File: config.mk
export PLATFORM = sky130hd
export DESIGN_NAME = pc_sequencer_flat
export DESIGN_NICKNAME = d
export VERILOG_FILES = /design/src/rtl/pc_sequencer_if.sv /design/src/rtl/pc_sequencer.sv /design/src/flat_wrapper.sv
export SDC_FILE = /design/constraint.sdc
export NUM_CORES = 1
export LEC_CHECK = 0
export ABC_AREA = 0
export ABC_CLOCK_PERIOD_IN_PS = 4450
export CAP_MARGIN = 40
export CORE_MARGIN = 2
export CORE_UTILIZATION = 45
export CTS_BUF_LIST = sky130_fd_sc_hd__clkbuf_4 sky130_fd_sc_hd__clkbuf_8
export DETAILED_ROUTE_END_ITERATION = 8
export PLACE_DENSITY = 0.77
export SLEW_MARGIN = 25
export SYNTH_ARGS = -nofsm -noshare
export SYNTH_HDL_FRONTEND = slang
export SYNTH_SLANG_ARGS = --single-unit
File: constraint.sdc
create_clock -name clk -period 4.45 [get_ports clk]
set_clock_uncertainty 0.15 [all_clocks]
set_input_delay 1.335 -clock clk [delete_from_list [all_inputs] [get_ports clk]]
set_output_delay 1.335 -clock clk [all_outputs]
set_load 0.005 [all_outputs]
File: src/rtl/pc_sequencer_if.sv
// Bundle of every signal that pc_sequencer exchanges with the control/ALU
// decision logic and the instruction memory. The sequencer uses the master
// side, and the environment (control unit, memory, bench) uses the slave side.
interface pc_sequencer_if #(
  parameter int ADDR_W = 32
);
  // Decision inputs coming from the control path
  logic              branch_taken;
  logic [ADDR_W-1:0] branch_offset;
  logic              jump;
  logic [ADDR_W-1:0] jump_target;
  logic              stall;

  // Instruction-memory handshake
  logic              imem_ready;
  logic              imem_req;

  // Sequencer status
  logic [ADDR_W-1:0] pc;
  logic [ADDR_W-1:0] pc_plus4;
  logic              fault;
  logic [ADDR_W-1:0] fault_addr;
  logic [31:0]       fetch_count;

  modport master (
    input  branch_taken, branch_offset, jump, jump_target, stall, imem_ready,
    output pc, pc_plus4, imem_req, fault, fault_addr, fetch_count
  );

  modport slave (
    output branch_taken, branch_offset, jump, jump_target, stall, imem_ready,
    input  pc, pc_plus4, imem_req, fault, fault_addr, fetch_count
  );
endinterface

File: src/rtl/pc_sequencer.sv
// Program-counter stage. It holds the fetch address and issues instruction
// memory requests. On every accepted fetch it loads the next PC, which is
// chosen in this order: jump, then taken branch, then sequential. A jump to a
// target that is not word aligned is trapped into a sticky FAULT state, and
// only reset can leave that state.
module pc_sequencer #(
  parameter int                ADDR_W   = 32,
  parameter logic [ADDR_W-1:0] RESET_PC = '0
) (
  input  logic            clk,
  input  logic            rst_n,
  pc_sequencer_if.master  bus
);

  typedef enum logic [1:0] {
    IDLE  = 2'd0,
    FETCH = 2'd1,
    FAULT = 2'd2
  } state_t;

  state_t            state_q, state_d;
  logic [ADDR_W-1:0] pc_q, pc_d;
  logic              fault_q, fault_d;
  logic [ADDR_W-1:0] fault_addr_q, fault_addr_d;
  logic [31:0]       fetch_count_q, fetch_count_d;

  logic [ADDR_W-1:0] pc_plus4;
  logic [ADDR_W-1:0] branch_target;
  logic              misaligned;
  logic              imem_req;
  logic              accept;

  // Address arithmetic. All adds wrap modulo 2^ADDR_W, and a taken branch
  // always lands on a word boundary because the offset is scaled by 4.
  always_comb begin
    pc_plus4      = pc_q + ADDR_W'(4);
    branch_target = pc_plus4 + (bus.branch_offset << 2);
    misaligned    = bus.jump_target[1:0] != 2'b00;
  end

  // Next-state and request logic. Decision inputs only matter on a cycle
  // where the memory accepts the request.
  always_comb begin
    // NOTE: every output of this block gets a default first, so no path can
    // leave a value unassigned and infer a latch.
    state_d       = state_q;
    pc_d          = pc_q;
    fault_d       = fault_q;
    fault_addr_d  = fault_addr_q;
    fetch_count_d = fetch_count_q;
    imem_req      = 1'b0;
    accept        = 1'b0;

    unique case (state_q)
      IDLE: begin
        // This is the bubble cycle after reset. No request is issued.
        state_d = FETCH;
      end

      FETCH: begin
        // stall wins over imem_ready and drops the request in the same cycle.
        imem_req = !bus.stall;
        accept   = imem_req && bus.imem_ready;
        if (accept) begin
          fetch_count_d = fetch_count_q + 32'd1;
          if (bus.jump) begin
            if (misaligned) begin
              // The request was still accepted, so the count advances, but
              // the PC keeps the last good address.
              state_d      = FAULT;
              fault_d      = 1'b1;
              fault_addr_d = bus.jump_target;
            end else begin
              pc_d = bus.jump_target;
            end
          end else if (bus.branch_taken) begin
            pc_d = branch_target;
          end else begin
            pc_d = pc_plus4;
          end
        end
      end

      FAULT: begin
        // Frozen until reset, with no requests.
      end

      default: state_d = IDLE;
    endcase
  end

  // State and datapath registers. An asynchronous reset drops any
  // outstanding request at once.
  always_ff @(posedge clk or negedge rst_n) begin
    if (!rst_n) begin
      state_q       <= IDLE;
      pc_q          <= RESET_PC;
      fault_q       <= 1'b0;
      fault_addr_q  <= '0;
      fetch_count_q <= '0;
    end else begin
      // NOTE: sequential state uses non-blocking assignments, so every
      // register samples values from before the clock edge.
      state_q       <= state_d;
      pc_q          <= pc_d;
      fault_q       <= fault_d;
      fault_addr_q  <= fault_addr_d;
      fetch_count_q <= fetch_count_d;
    end
  end

  assign bus.pc          = pc_q;
  assign bus.pc_plus4    = pc_plus4;
  assign bus.imem_req    = imem_req;
  assign bus.fault       = fault_q;
  assign bus.fault_addr  = fault_addr_q;
  assign bus.fetch_count = fetch_count_q;

endmodule

File: src/flat_wrapper.sv
// flat-port wrapper written by rule: the top's interface ports become plain ports
module pc_sequencer_flat 
#(
  parameter int                ADDR_W   = 32,
  parameter logic [ADDR_W-1:0] RESET_PC = '0
)
  (clk, rst_n, bus_branch_taken, bus_branch_offset, bus_jump, bus_jump_target, bus_stall, bus_imem_ready, bus_pc, bus_pc_plus4, bus_imem_req, bus_fault, bus_fault_addr, bus_fetch_count);
  pc_sequencer_if #(.ADDR_W(ADDR_W)) bus_i ();
  input  logic clk;
  input  logic rst_n;
  input wire logic [$bits(bus_i.branch_taken)-1:0] bus_branch_taken;
  input wire logic [$bits(bus_i.branch_offset)-1:0] bus_branch_offset;
  input wire logic [$bits(bus_i.jump)-1:0] bus_jump;
  input wire logic [$bits(bus_i.jump_target)-1:0] bus_jump_target;
  input wire logic [$bits(bus_i.stall)-1:0] bus_stall;
  input wire logic [$bits(bus_i.imem_ready)-1:0] bus_imem_ready;
  output wire logic [$bits(bus_i.pc)-1:0] bus_pc;
  output wire logic [$bits(bus_i.pc_plus4)-1:0] bus_pc_plus4;
  output wire logic [$bits(bus_i.imem_req)-1:0] bus_imem_req;
  output wire logic [$bits(bus_i.fault)-1:0] bus_fault;
  output wire logic [$bits(bus_i.fault_addr)-1:0] bus_fault_addr;
  output wire logic [$bits(bus_i.fetch_count)-1:0] bus_fetch_count;
  assign bus_i.branch_taken = bus_branch_taken;
  assign bus_i.branch_offset = bus_branch_offset;
  assign bus_i.jump = bus_jump;
  assign bus_i.jump_target = bus_jump_target;
  assign bus_i.stall = bus_stall;
  assign bus_i.imem_ready = bus_imem_ready;
  assign bus_pc = bus_i.pc;
  assign bus_pc_plus4 = bus_i.pc_plus4;
  assign bus_imem_req = bus_i.imem_req;
  assign bus_fault = bus_i.fault;
  assign bus_fault_addr = bus_i.fault_addr;
  assign bus_fetch_count = bus_i.fetch_count;
  pc_sequencer #(.ADDR_W(ADDR_W), .RESET_PC(RESET_PC)) u_core (.clk(clk), .rst_n(rst_n), .bus(bus_i));
endmodule
======== Yosys cells after proc, flatten, opt, wreduce, memory -nomap -nowiden ========
Index checks and enable logic that the tools add are counted.
cells by class
  add/subtract/negate cells ............... 3
  equality and inequality tests ........... 6
  muxes and demuxes ....................... 8
  bitwise gates (word level) .............. 1
  reduce and logical (&&, ||, !) cells .... 8
operator list
  cell                   number
  $mux 32                3
  $add 32x1->32 const B  1
  $add 32x3->32 const B  1
  $add 32x32->32         1
  $reduce_and 4->1       2
  $mux 2                 3
  $pmux 2 s3             1
  $ne 2x1->1 const B     2
  $ne 2x2->1 const B     2
  $reduce_and 3->1       1
  $eq 2x1->1 const B     1
  $eq 2x2->1 const B     1
  $logic_not 2->1        1
  $reduce_and 2->1       1
  $reduce_bool 2->1      1
  $logic_and 1x1->1      1
  $logic_not 1->1        1
  $mux 1                 1
  $not 1->1              1
word-level totals
  register bits after elaboration ......... 99
  bits of input ports ..................... 70
  output and inout port bits .............. 130

======== Depth between registers and ports, before layout ========
  depth after elaboration ................. 5
  gate-level depth with buffers ........... 17
  depth with buffers taken out ............ 16

======== Least setup slack after synthesis ========
Ideal clock, no wire load.
  kind .................................... register to register
  from .................................... register u_core.pc_q[2] (netlist: u_core.bus.pc[2])
  to ...................................... register u_core.pc_q[31] (netlist: u_core.bus.pc[31])
  arrival time ............................ 3.668 ns
  path slack .............................. 0.540 ns
  stages on the path, launching flop included .. 18
  buffers on the path ..................... 1
  cells stage by stage .................... dfrtp_1 ha_1 and4_1 nand3_1 nor3_1 nand3_1 xnor2_1 ha_1 clkbuf_1 a21oi_1 nor2b_1 a311oi_1 a211o_2 a21oi_2 and4_4 or3_1 and4_4 o31ai_2
between the ends
  cells in the longest elaborated chain, start to end .. 4
RTL lines
  item                    line                 source
  from (decl)             pc_sequencer.sv:22   logic [ADDR_W-1:0] pc_q, pc_d;
  from (signal assigned)  pc_sequencer.sv:105  pc_q <= pc_d;
  $add 32x3->32           pc_sequencer.sv:36   pc_plus4 = pc_q + ADDR_W'(4);
  net bus_pc_plus4[20]    flat_wrapper.sv:18   output wire logic [$bits(bus_i.pc_plus4)-1:0] bus_pc_plus4;
  $add 32x32->32          pc_sequencer.sv:37   branch_target = pc_plus4 + (bus.branch_offset << 2);
  $mux 32                 pc_sequencer.sv:76   end else if (bus.branch_taken) begin
  $mux 32                 pc_sequencer.sv:66   if (bus.jump) begin
The timed path passes the listed nets, and every way through them passes these cells.
A chain may end at the register's enable or synchronous reset.

======== Worst setup path after layout ========
  from .................................... register u_core.pc_q[2] (netlist: u_core.bus.pc[2])
  to ...................................... output port bus_pc_plus4[22]
between the ends
  cells in the longest elaborated chain, start to end .. 1
RTL lines
  item           line
  $add 32x3->32  pc_sequencer.sv:36
  to (decl)      flat_wrapper.sv:18
Every way passes these cells.

==> results.ini <==
[run_status]
status = completed

[placement]
place_inst = 1098
portBuffers = 197
hpwl_um = 15500
gpl.final_weighted_congestion = 0.920

[final_layout]
finalCoreUtilization_pct = 63.2
nets = 1033
multiInputGateArea_sq_um = 3980
layout-drive-gt1-share_pct = 11.1
final-seq-area_sq_um = 2480
finalNonFillerCells = 1113
n_antenna_cell = 0
n_fill_cell = 1238
area_growth_pct = 38.3

[timing]
fmax_ghz = 0.231
tightestPinTransition_ns = 0.734
setup_viol = 0
drv_slew = 0
finalHoldViolCount = 0
timing.hold.ws_ns = 0.293
min_period_ns = 4.33
post-route-period-util_pct = 97.3
slew_headroom_pct = 51.1

[drt]
drc = 0
drt_iter0_drc = 459
finalWirelength_um = 19900
dr.pass1.iters = 5
ant_nets = 0
vias = 6307
routedWlPerCell_um = 17.9
avgViaCountPerCell = 5.67

[critical_path]
critPathKind = flip-flop to output port
slowest_stage = clkdlybuf4s50_1
cp_max_fo = 5
r2r-start = u_core.bus.pc[2]$_DFFE_PN0P_
crit_chain = ha_1 > and4_1 > nand3_2 > nor3_1 > buf_4 > nand2_2 > xnor2_1 > clkdlybuf4s50_1
endpoint = bus_pc_plus4[22]
r2r_slack_ns = 0.35
endpoint_kind = output port
crit_path_start = u_core.bus.pc[2]$_DFFE_PN0P_
reg2reg_depth = 16
crit_arrival_ns = 2.84
critPathLaunchType = flip-flop
cp.required_ns = 2.96
r2r_end = u_core.bus.pc[31]$_DFFE_PN0P_
cpPeakStageDelay_ns = 0.58

[yosys]
synth_area_leaders = dfrtp_1 (38%), xnor2_1 (7.8%), ha_1 (7.0%), mux2_2 (5.8%), nand2_1 (4.5%)
synth_area_per_cell_sq_um = 9.12
yosys.cell_count.top_type = dfrtp_1
synth_warnings = 0
synth_cell_types = 61
syn-num-nets = 831
synth_compound_area_share_pct = 17.4
netlist_area_sq_um = 6590
synth_top_flop_cell = dfrtp_1
seq_area_frac_synth_pct = 37.6
synth_common_cells = dfrtp_1 (99), nand2_1 (79), nor2_1 (61)
synth_edf_count = 0
yosysTopAreaCell = dfrtp_1
synthArstFlopShare_pct = 100
synth_fa_ha_area_share_pct = 7.33
netlist_instances = 723
synth_top_family_by_area = compound AO/OA/AOI/OAI gates
synth.ff_latch_count = 99
synth_xor_area_share_pct = 10.6
synth_top_area_share_pct = 37.6
synthMuxAreaShare_pct = 6.87
yosys.area_share.simple_pct = 17.2

[clock_tree]
holdBufCountCts = 0
cts_num_sinks = 99
post_cts_buffers = 0
cts_resized = 3
path_clk_slew_ns = 0.09
worst_skew_pair.late_latency_ns = 0.36
cts-root-buf = clkbuf_8
cts_buffers = 9
tritoncts = done
h-tree-depth = 3
max-clock-path-buffers = 2

[die]
die_area_sq_um = 15600
die_h_um = 125
die_w_um = 125
num_io_pins = 200
placementRows = 44
fp.coreArea_sq_um = 14400
initial_core_util_pct = 45.7

[hold_path]
hold_class = flip-flop to flip-flop

[global_route]
grt-ovfl-total = 0
grt_pass1_wl_um = 31500
grtUsageTotal_pct = 24.8
grt_max_degree = 59
antenna_found_initial = 0
first_global_vias = 5954

[flow_run]
maxCapViolCount = 0

[pwr]
vdd_ir_drop_max_mv = 0.289
leakagePower_nw = 3.91
power_density_nw_per_um2 = 480
p_total_mw = 4.38

[layout by cell type, fill, tap and decap left out, drive strengths merged, types with 3 or more instances in the layout]
cell type        n
clkdlybuf4s50  196
dfrtp           99
nand2           79
nor2            61
xnor2           59
a21oi           48
o21ai           46
ha              37
mux2            34
nand3           28
buf             24
xor2            21
a21o            19
inv             18
and3            17
nand4           16
clkbuf          12
a211oi          11
a31oi           10
nor3            10
mux2i            7
o22ai            7
or3              7
and4             7
o211ai           6
and2             5
a41oi            3
o221ai           3
nor2b            3
o2bb2ai          3
or2              3
o21bai           3
o31ai            3
clkinv           3
[worst min-delay path by stage]
stage,start,to,slack [ns],depth (start not counted)
3_3_place_gp,u_core.state_q[1]$_DFFE_PN0P_,u_core.state_q[0]$_DFFE_PN0P_,0.26,1
6_report,u_core.state_q[1]$_DFFE_PN0P_,u_core.state_q[0]$_DFFE_PN0P_,0.29,1
2_1_floorplan,u_core.state_q[1]$_DFFE_PN0P_,u_core.state_q[0]$_DFFE_PN0P_,0.25,1
4_1_cts,u_core.state_q[1]$_DFFE_PN0P_,u_core.state_q[0]$_DFFE_PN0P_,0.29,1
3_5_place_dp,u_core.state_q[1]$_DFFE_PN0P_,u_core.state_q[0]$_DFFE_PN0P_,0.29,1
5_1_grt,u_core.state_q[1]$_DFFE_PN0P_,u_core.state_q[0]$_DFFE_PN0P_,0.30,1
[stage by stage]
step / area, sq um / setup TNS (ns) / setup slack, ns
after floorplan: 6590 / 0 / 0.540
after global routing: 9120 / -0.0486 / -0.0246
after detailed placement: 8870 / 0 / 0.0283
after CTS: 9080 / -0.117 / -0.0660
after global placement: 8870 / 0 / 0.0558
final: 9120 / 0 / 0.122
[power breakdown]
group	internal [mW]	switching [mW]	total [mW]
sequential	1.10	0.252	1.35
combinational	1.32	1.14	2.46
clock	0.275	0.291	0.565
[cells by family after synthesis]
kind of cell             after synthesis
AND/OR/NAND/NOR                      237
adder cells (fa/ha/maj)               38
flip-flops                            99
buffers and inverters                 48
XOR/XNOR                              80
AO/OA/AOI/OAI                        180
multiplexers                          41
[sequential cells by signal, summed over array words and instances, names as in the netlist]
signal	cells
u_core.bus.fault_addr	32
u_core.bus.pc	32
u_core.state_q	2
u_core.bus.fetch_count	32
u_core.bus.fault	1
[area by class of cell]
cell class / count / share of cell area [%]
clock inverters: 3 / 0.439
well taps: 184 / 2.52
inverters: 19 / 0.782
flip-flops and latches: 99 / 27.2
multi-input cells: 576 / 43.7
repair buffers: 220 / 23.8
clock buffers: 12 / 1.61
[routing by layer]
| metal | global-route usage [%] | up-vias | wire length, um |
|---|---|---|---|
| met5 | 0 | - | 0 |
| met4 | 6.08 | 0 | 334 |
| met3 | 7.36 | 30 | 1620 |
| met2 | 41.1 | 233 | 9540 |
| met1 | 32.1 | 3039 | 8420 |
| li1 | - | 3005 | - |
[worst max-delay path: cells and delay by family (launching register included)]
kind | cells | cell delay, ns
buffers and inverters | 2 | 0.75
adder cells (fa/ha/maj) | 1 | 0.22
XOR/XNOR | 1 | 0.37
flip-flops | 1 | 0.43
AND/OR/NAND/NOR | 4 | 0.73
No activity file was read; power rests on OpenSTA's default activity.
